===== config.mk =====
export PLATFORM = sky130hd
export DESIGN_NAME = bsg_cache_prefetch_issue
export DESIGN_NICKNAME = d
export VERILOG_FILES = /design/src/rtl/bsg_cache_prefetch_issue.sv
export SDC_FILE = /design/constraint.sdc
export NUM_CORES = 1
export LEC_CHECK = 0
export ABC_AREA = 1
export CAP_MARGIN = 15
export CORE_ASPECT_RATIO = 0.6
export CORE_UTILIZATION = 45
export CTS_CLUSTER_DIAMETER = 150
export DETAILED_ROUTE_END_ITERATION = 10
export PLACE_DENSITY_LB_ADDON = 0.12
export RECOVER_POWER = 100
export SLEW_MARGIN = 40
export SYNTH_ARGS = -nofsm -noshare
export SYNTH_HDL_FRONTEND = slang
export SYNTH_SLANG_ARGS = --single-unit

===== constraint.sdc =====
create_clock -name clk_i -period 8.5 [get_ports clk_i]
set_input_delay 0.85 -clock clk_i [delete_from_list [all_inputs] [get_ports clk_i]]
set_output_delay 0.85 -clock clk_i [all_outputs]
set_load 0.03 [all_outputs]

===== src/rtl/bsg_cache_prefetch_issue.sv =====
// bsg_cache_prefetch_issue
//   Issue stage for the bsg_cache stream prefetcher. Prefetch address pulses
//   are block-aligned. A pulse is discarded when it hits a queued block, the
//   in-flight block or a recently issued block, when the queue is full, or
//   when a flush is in progress. Addresses that survive wait in a FIFO. One
//   address at a time is issued as a block DMA read, and only while the
//   cache's own miss DMA is idle. Each returned word goes out registered to
//   the prefetch buffer.
// Ports:
//   clk_i, reset_n_i           clock, async active-low reset
//   pf_v_i, pf_addr_i, flush_i prefetch address pulse, queue/history flush
//   drop_o, queue_count_o      discard pulse (one cycle late), queue occupancy
//   dma_busy_i                 miss DMA active; prefetch waits while it is high
//   dma_req_*                  block read request handshake
//   dma_data_*                 returned word stream
//   fill_*                     registered fill stream to the prefetch buffer
module bsg_cache_prefetch_issue #(
  parameter int addr_width_p          = 32,
  parameter int data_width_p          = 32,
  parameter int block_size_in_words_p = 8,
  parameter int queue_els_p           = 4,
  parameter int history_els_p         = 4
) (
  input  logic                                     clk_i,
  input  logic                                     reset_n_i,
  input  logic                                     pf_v_i,
  input  logic [addr_width_p-1:0]                  pf_addr_i,
  input  logic                                     flush_i,
  output logic                                     drop_o,
  output logic [$clog2(queue_els_p):0]             queue_count_o,
  input  logic                                     dma_busy_i,
  output logic                                     dma_req_v_o,
  output logic [addr_width_p-1:0]                  dma_req_addr_o,
  input  logic                                     dma_req_ready_i,
  input  logic                                     dma_data_v_i,
  input  logic [data_width_p-1:0]                  dma_data_i,
  output logic                                     dma_data_ready_o,
  output logic                                     fill_v_o,
  output logic [addr_width_p-1:0]                  fill_addr_o,
  output logic [$clog2(block_size_in_words_p)-1:0] fill_word_idx_o,
  output logic [data_width_p-1:0]                  fill_data_o,
  output logic                                     fill_last_o
);

  localparam int block_bytes_lp = block_size_in_words_p * data_width_p / 8;
  localparam int off_w_lp       = $clog2(block_bytes_lp);
  localparam int qptr_w_lp      = $clog2(queue_els_p);
  localparam int cnt_w_lp       = qptr_w_lp + 1;
  localparam int widx_w_lp      = $clog2(block_size_in_words_p);
  localparam int hptr_w_lp      = (history_els_p > 1) ? $clog2(history_els_p) : 1;

  typedef enum logic [1:0] {IDLE = 2'd0, REQ = 2'd1, RECV = 2'd2} state_e;

  state_e                  state_r, state_s;
  logic [addr_width_p-1:0] queue_r [queue_els_p];
  logic [qptr_w_lp-1:0]    head_r, tail_r;
  logic [cnt_w_lp-1:0]     count_r;
  logic [addr_width_p-1:0] hist_addr_r [history_els_p];
  logic [history_els_p-1:0] hist_v_r;
  logic [hptr_w_lp-1:0]    hist_ptr_r;
  logic [addr_width_p-1:0] inflight_r;
  logic                    in_queue_r;
  logic [widx_w_lp-1:0]    word_cnt_r;
  logic                    drop_r, req_v_r, data_ready_r;
  logic                    fill_v_r, fill_last_r;
  logic [addr_width_p-1:0] fill_addr_r;
  logic [widx_w_lp-1:0]    fill_idx_r;
  logic [data_width_p-1:0] fill_data_r;

  logic [addr_width_p-1:0] aligned_s;
  logic hit_s, full_s, drop_s, push_s, hs_s, pop_s, accept_s, last_s;

  // Entry idx is live when it lies within count entries from the head (modulo depth).
  function automatic logic entry_live(input logic [qptr_w_lp-1:0] idx,
                                      input logic [qptr_w_lp-1:0] head,
                                      input logic [cnt_w_lp-1:0]  count);
    logic [qptr_w_lp-1:0] rel;
    rel = idx - head;
    return ({1'b0, rel} < count);
  endfunction

  assign aligned_s = {pf_addr_i[addr_width_p-1:off_w_lp], {off_w_lp{1'b0}}};
  assign full_s    = (count_r == cnt_w_lp'(queue_els_p));
  assign drop_s    = pf_v_i & (hit_s | full_s | flush_i);
  assign push_s    = pf_v_i & ~drop_s;
  assign hs_s      = (state_r == REQ) & dma_req_ready_i;
  // The in-flight block leaves the queue on handshake, unless a flush already emptied it.
  assign pop_s     = hs_s & in_queue_r & ~flush_i;
  assign accept_s  = (state_r == RECV) & dma_data_v_i;
  assign last_s    = accept_s & (word_cnt_r == widx_w_lp'(block_size_in_words_p - 1));

  // Duplicate detection against live queue entries, the in-flight block and history.
  always_comb begin
    hit_s = (state_r != IDLE) & (inflight_r == aligned_s);
    for (int i = 0; i < queue_els_p; i++) begin
      hit_s = hit_s | (entry_live(qptr_w_lp'(i), head_r, count_r) & (queue_r[i] == aligned_s));
    end
    for (int i = 0; i < history_els_p; i++) begin
      hit_s = hit_s | (hist_v_r[i] & (hist_addr_r[i] == aligned_s));
    end
  end

  // Issue FSM next-state logic.
  always_comb begin
    state_s = state_r;
    case (state_r)
      IDLE: begin
        if ((count_r != {cnt_w_lp{1'b0}}) && !dma_busy_i) state_s = REQ;
        else                                                state_s = IDLE;
      end
      REQ: begin
        if (dma_req_ready_i) state_s = RECV;
        else                 state_s = REQ;
      end
      RECV: begin
        if (last_s) state_s = IDLE;
        else        state_s = RECV;
      end
      default: state_s = IDLE;
    endcase
  end

  // State register and the handshake flags decoded from the next state.
  always_ff @(posedge clk_i or negedge reset_n_i) begin
    if (!reset_n_i) begin
      state_r      <= IDLE;
      req_v_r      <= 1'b0;
      data_ready_r <= 1'b0;
    end else begin
      state_r      <= state_s;
      req_v_r      <= (state_s == REQ);
      data_ready_r <= (state_s == RECV);
    end
  end

  // Pending-request FIFO: storage, pointers and occupancy.
  always_ff @(posedge clk_i or negedge reset_n_i) begin
    if (!reset_n_i) begin
      for (int i = 0; i < queue_els_p; i++) queue_r[i] <= {addr_width_p{1'b0}};
      head_r  <= {qptr_w_lp{1'b0}};
      tail_r  <= {qptr_w_lp{1'b0}};
      count_r <= {cnt_w_lp{1'b0}};
    end else if (flush_i) begin
      head_r  <= {qptr_w_lp{1'b0}};
      tail_r  <= {qptr_w_lp{1'b0}};
      count_r <= {cnt_w_lp{1'b0}};
    end else begin
      if (push_s) begin
        queue_r[tail_r] <= aligned_s;
        tail_r          <= tail_r + qptr_w_lp'(1);
      end
      if (pop_s) head_r <= head_r + qptr_w_lp'(1);
      case ({push_s, pop_s})
        2'b10:   count_r <= count_r + cnt_w_lp'(1);
        2'b01:   count_r <= count_r - cnt_w_lp'(1);
        default: count_r <= count_r;
      endcase
    end
  end

  // Recently-issued block history, filled round-robin on each handshake.
  always_ff @(posedge clk_i or negedge reset_n_i) begin
    if (!reset_n_i) begin
      for (int i = 0; i < history_els_p; i++) hist_addr_r[i] <= {addr_width_p{1'b0}};
      hist_v_r   <= {history_els_p{1'b0}};
      hist_ptr_r <= {hptr_w_lp{1'b0}};
    end else begin
      if (flush_i) hist_v_r <= {history_els_p{1'b0}};
      // A handshake coinciding with a flush still records the block being fetched.
      if (hs_s) begin
        hist_addr_r[hist_ptr_r] <= inflight_r;
        hist_v_r[hist_ptr_r]    <= 1'b1;
        if (hist_ptr_r == hptr_w_lp'(history_els_p - 1)) hist_ptr_r <= {hptr_w_lp{1'b0}};
        else                                              hist_ptr_r <= hist_ptr_r + hptr_w_lp'(1);
      end
    end
  end

  // In-flight block address and the word counter of the current transfer.
  always_ff @(posedge clk_i or negedge reset_n_i) begin
    if (!reset_n_i) begin
      inflight_r <= {addr_width_p{1'b0}};
      in_queue_r <= 1'b0;
      word_cnt_r <= {widx_w_lp{1'b0}};
    end else begin
      if ((state_r == IDLE) && (state_s == REQ)) begin
        inflight_r <= queue_r[head_r];
        in_queue_r <= ~flush_i;
      end else if (flush_i) begin
        in_queue_r <= 1'b0;
      end
      if (hs_s)          word_cnt_r <= {widx_w_lp{1'b0}};
      else if (accept_s) word_cnt_r <= word_cnt_r + widx_w_lp'(1);
    end
  end

  // Registered drop pulse and fill stream.
  always_ff @(posedge clk_i or negedge reset_n_i) begin
    if (!reset_n_i) begin
      drop_r      <= 1'b0;
      fill_v_r    <= 1'b0;
      fill_last_r <= 1'b0;
      fill_addr_r <= {addr_width_p{1'b0}};
      fill_idx_r  <= {widx_w_lp{1'b0}};
      fill_data_r <= {data_width_p{1'b0}};
    end else begin
      drop_r      <= drop_s;
      fill_v_r    <= accept_s;
      fill_last_r <= last_s;
      if (accept_s) begin
        fill_addr_r <= inflight_r;
        fill_idx_r  <= word_cnt_r;
        fill_data_r <= dma_data_i;
      end
    end
  end

  assign drop_o           = drop_r;
  assign queue_count_o    = count_r;
  assign dma_req_v_o      = req_v_r;
  assign dma_req_addr_o   = inflight_r;
  assign dma_data_ready_o = data_ready_r;
  assign fill_v_o         = fill_v_r;
  assign fill_addr_o      = fill_addr_r;
  assign fill_word_idx_o  = fill_idx_r;
  assign fill_data_o      = fill_data_r;
  assign fill_last_o      = fill_last_r;

endmodule


==> flow_summary_export.csv <==
group,metric,value,unit
critical_path,r2r_cells,18,
pwr,ir_drop,0.000182,V
grt,grt_usage,31.4,%
synth,seq_area_frac_synth,47.2,%
die,fp.dieW,256,µm
finish,areaGrowthSynthToFinish,13.3,%
critical_path,cp_data_arrival_time,6.36,ns
finish,fill_cells,3767,
clock_tree,clock-sinks,329,
finish,layout-drive-gt1-share,4.67,%
timing,holdWs,0.474,ns
timing,setup_viol,0,
finish,finish.utilization,52.1,%
route,drt_iter0_drc,1837,
critical_path,regToRegSetupSlack,2.53,ns
critical_path,critical_path.endpoint_type,"flop",
critical_path,cp_max_fo,35,
synth,yosysWarnings,0,
route,routed_wl,61900,µm
pwr,power_density,329,nW/µm²
route,drtAntennaViolNets,0,
critical_path,cp_common_cell,"nand2_1",
critical_path,timing.rr.start,"head_r[0]",
critical_path,cp_slowest_stage_delay,1.00,ns
pwr,switchingPower,2.71,mW
pwr,swShare,41.7,%
critical_path,critPathKind,"flop to flop",
timing,final_max_slew_viol_count,399,
place,gp_congestion,0.958,
clock_tree,root_buffer,"clkbuf_16",
clock_tree,cts_tree,"built",
critical_path,cp_num_buf_inv,3,
pwr,p_seq_share,39.4,%
synth,synthDistinctLibCells,40,
finish,nNetsFinal,2415,
grt,antenna_found_initial,2,
place,dpl.hpwl,43000,µm
critical_path,start_kind,"flop",
pwr,intPower,3.79,mW
pwr,leakagePower,9.50,nW
pwr,p_clk_share,24.0,%
place,port_buffers,162,
route,drtPass1Iterations,5,
clock_tree,cts_resized,0,
grt,overflow,0,
hold_path,hold_depth,2,
clock_tree,post_cts_buffers,0,
route,drc,0,
synth,syn_area,17400,µm²
pwr,total_power,6.50,mW
synth,synth-edff-count,0,
grt,grt_max_degree,137,
clock_tree,path_clk_slew,0.07,ns
finish,final_common_cell,"nand2_1",
timing,tightestPinTransition,3.48,ns
grt,grt_pass1_vias,14200,
synth,syn_area_per_cell,7.81,µm²
synth,netlist_instances,2231,
timing,final_hold_viol_count,0,
die,dieHeight,154,µm
route,viasPerCell,5.40,
critical_path,cp_data_required_time,8.90,ns
critical_path,reg2reg_to,"queue_r[48]",
hold_path,min_path_type,"flop to flop",
place,dp_slack,3.70,ns
timing,fin_crit_sh,70.2,%
grt,grt_pass1_wl,91800,µm
clock_tree,cts_made_buffers,34,
die,die_area,39600,µm²
clock_tree,cts_hold_buf,0,
timing,slew_headroom,-132,%
die,core,37900,µm²
critical_path,cp_top_family,"simple AND/OR/NAND/NOR gates",
timing,skew,0.0221,ns
die,start_util,46.0,%
timing,fin_crit,5.97,ns
finish,most-common-layout-cells,"nand2_1, o21ai_0, dfrtp_1",
status,failed_checks,"capacitance limit, slew limit",
synth,synthFlopType,"dfrtp_1",
critical_path,cpMaxStageDelayCell,"dfrtp_1",
timing,timing.fmax,0.168,GHz
critical_path,path_cells,"inv_1 > nand2_1 > nand2_1 > ha_1 > nand3_1 > nand2_1 > nor2_1 > nand3_1 > nor2_1 > nor2_1 > nand2_1 > nor2_1 > nand3_1 > clkinvlp_2 > nand2_1 > buf_12 > nand2_1 > o21ai_0",
timing,rsz0062_at_grt,"false",
route,vias,15500,
clock_tree,worstSkewPairLatency,0.54,ns
synth,async_flop_share,100,%
die,rows,55,
hold_path,min_to,"fill_data_o[31]",
clock_tree,h-tree-depth,2,
status,status,"finished with violations",
hold_path,holdCritStartpoint,"fill_data_o[31]",
timing,setup-tns-final,0,ns
synth,synth_seq_cells,329,
die,io_pins,178,
run,cap_violations,7,
route,wl_per_cell,21.6,µm
clock_tree,cts_buffer_depth,3,
timing,timing.final.ws_setup,2.53,ns
pwr,combPwrFrac,36.6,%
how the worst max path moves through the flow:
stage | start | end | cells past startpoint
floorplan | head_r[1] | queue_count_o[2] | 23
global placement | head_r[0] | queue_count_o[2] | 22
detailed placement | pf_addr_i[23] | queue_count_o[2] | 20
CTS | head_r[0] | queue_count_o[2] | 22
global route | head_r[0] | queue_r[52] | 18
finish | head_r[0] | queue_r[48] | 18
routing by layer:
layer | GRT usage, % | part of all wire [%]
met1 | 47.7 | 46
met2 | 40.7 | 38
met3 | 12.5 | 14
met4 | 7.36 | 2.1
met5 | 0 | 0.021
area by class of cell:
cell class | instances | area [µm²] | share of cell area, %
tap | 513 | 642 | 3.25
clock buffer | 45 | 963 | 4.88
timing repair buffer | 179 | 1790 | 9.06
antenna | 1 | 2.50 | 0.0127
sequential | 329 | 8230 | 41.7
inverter | 206 | 776 | 3.93
multi-input combinational | 1579 | 7180 | 36.4
clock inverter | 15 | 156 | 0.792
kinds of logic (layout without fill, tap and decap cells):
group	after synthesis	in the layout	synth area share, %
simple gates	1079	1079	24.6
buf+inv	332	445	9.67
other cells	1	11	0.0215
fa+ha+maj	15	15	1.12
compound gates	413	413	14.3
flops	329	329	47.2
xor+xnor	62	62	3.11
flip-flops by register name (all words and copies together), names as in the netlist, 2 cells and up:
register         flops
dma_req_addr_o      27
fill_addr_o         27
fill_data_o         32
fill_word_idx_o      3
head_r               2
hist_addr_r        108
hist_ptr_r           2
hist_v_r             4
queue_count_o        3
queue_r            108
state_r              2
tail_r               2
word_cnt_r           3
power groups by stage:
stage          logic [mW]  clock network (mW)  registers [mW]
2_1_floorplan        1.20                   0            2.82
6_report             2.38                1.56            2.56
3_3_place_gp         2.45                   0            2.55
4_1_cts              2.50                1.57            2.55
3_5_place_dp         2.49                   0            2.57
5_1_grt              2.63                1.64            2.63
stage by stage:
step | instances | instance area (µm²)
global placement | 2802 | 19000
floorplan | 2240 | 17500
CTS | 2864 | 20100
detailed placement | 2804 | 19000
finish | 2867 | 19700
global route | 2866 | 19700
synthesized netlist by cell type, types with 33 or more instances:
library cell	n	area (µm²)
xnor2_1	57	499
o21ai_2	98	858
inv_1	179	672
o21ai_0	255	1280
nand3_1	43	215
buf_6	40	450
dfrtp_1	329	8230
clkbuf_1	43	161
nor2_1	120	450
buf_4	35	263
nand2_1	856	3210
nand4_1	33	206
worst reg2reg max path, stage by stage, from the launching register on:
cell	delay, ns
dfrtp_1	1.00
inv_1	0.74
nand2_1	0.91
nand2_1	0.21
ha_1	0.35
nand3_1	0.07
nand2_1	0.15
nor2_1	0.07
nand3_1	0.07
nor2_1	0.05
nor2_1	0.08
nand2_1	0.10
nor2_1	0.29
nand3_1	0.29
clkinvlp_2	0.31
nand2_1	0.56
buf_12	0.41
nand2_1	0.11
o21ai_0	0.08
Power figures use the tool's default switching activity.
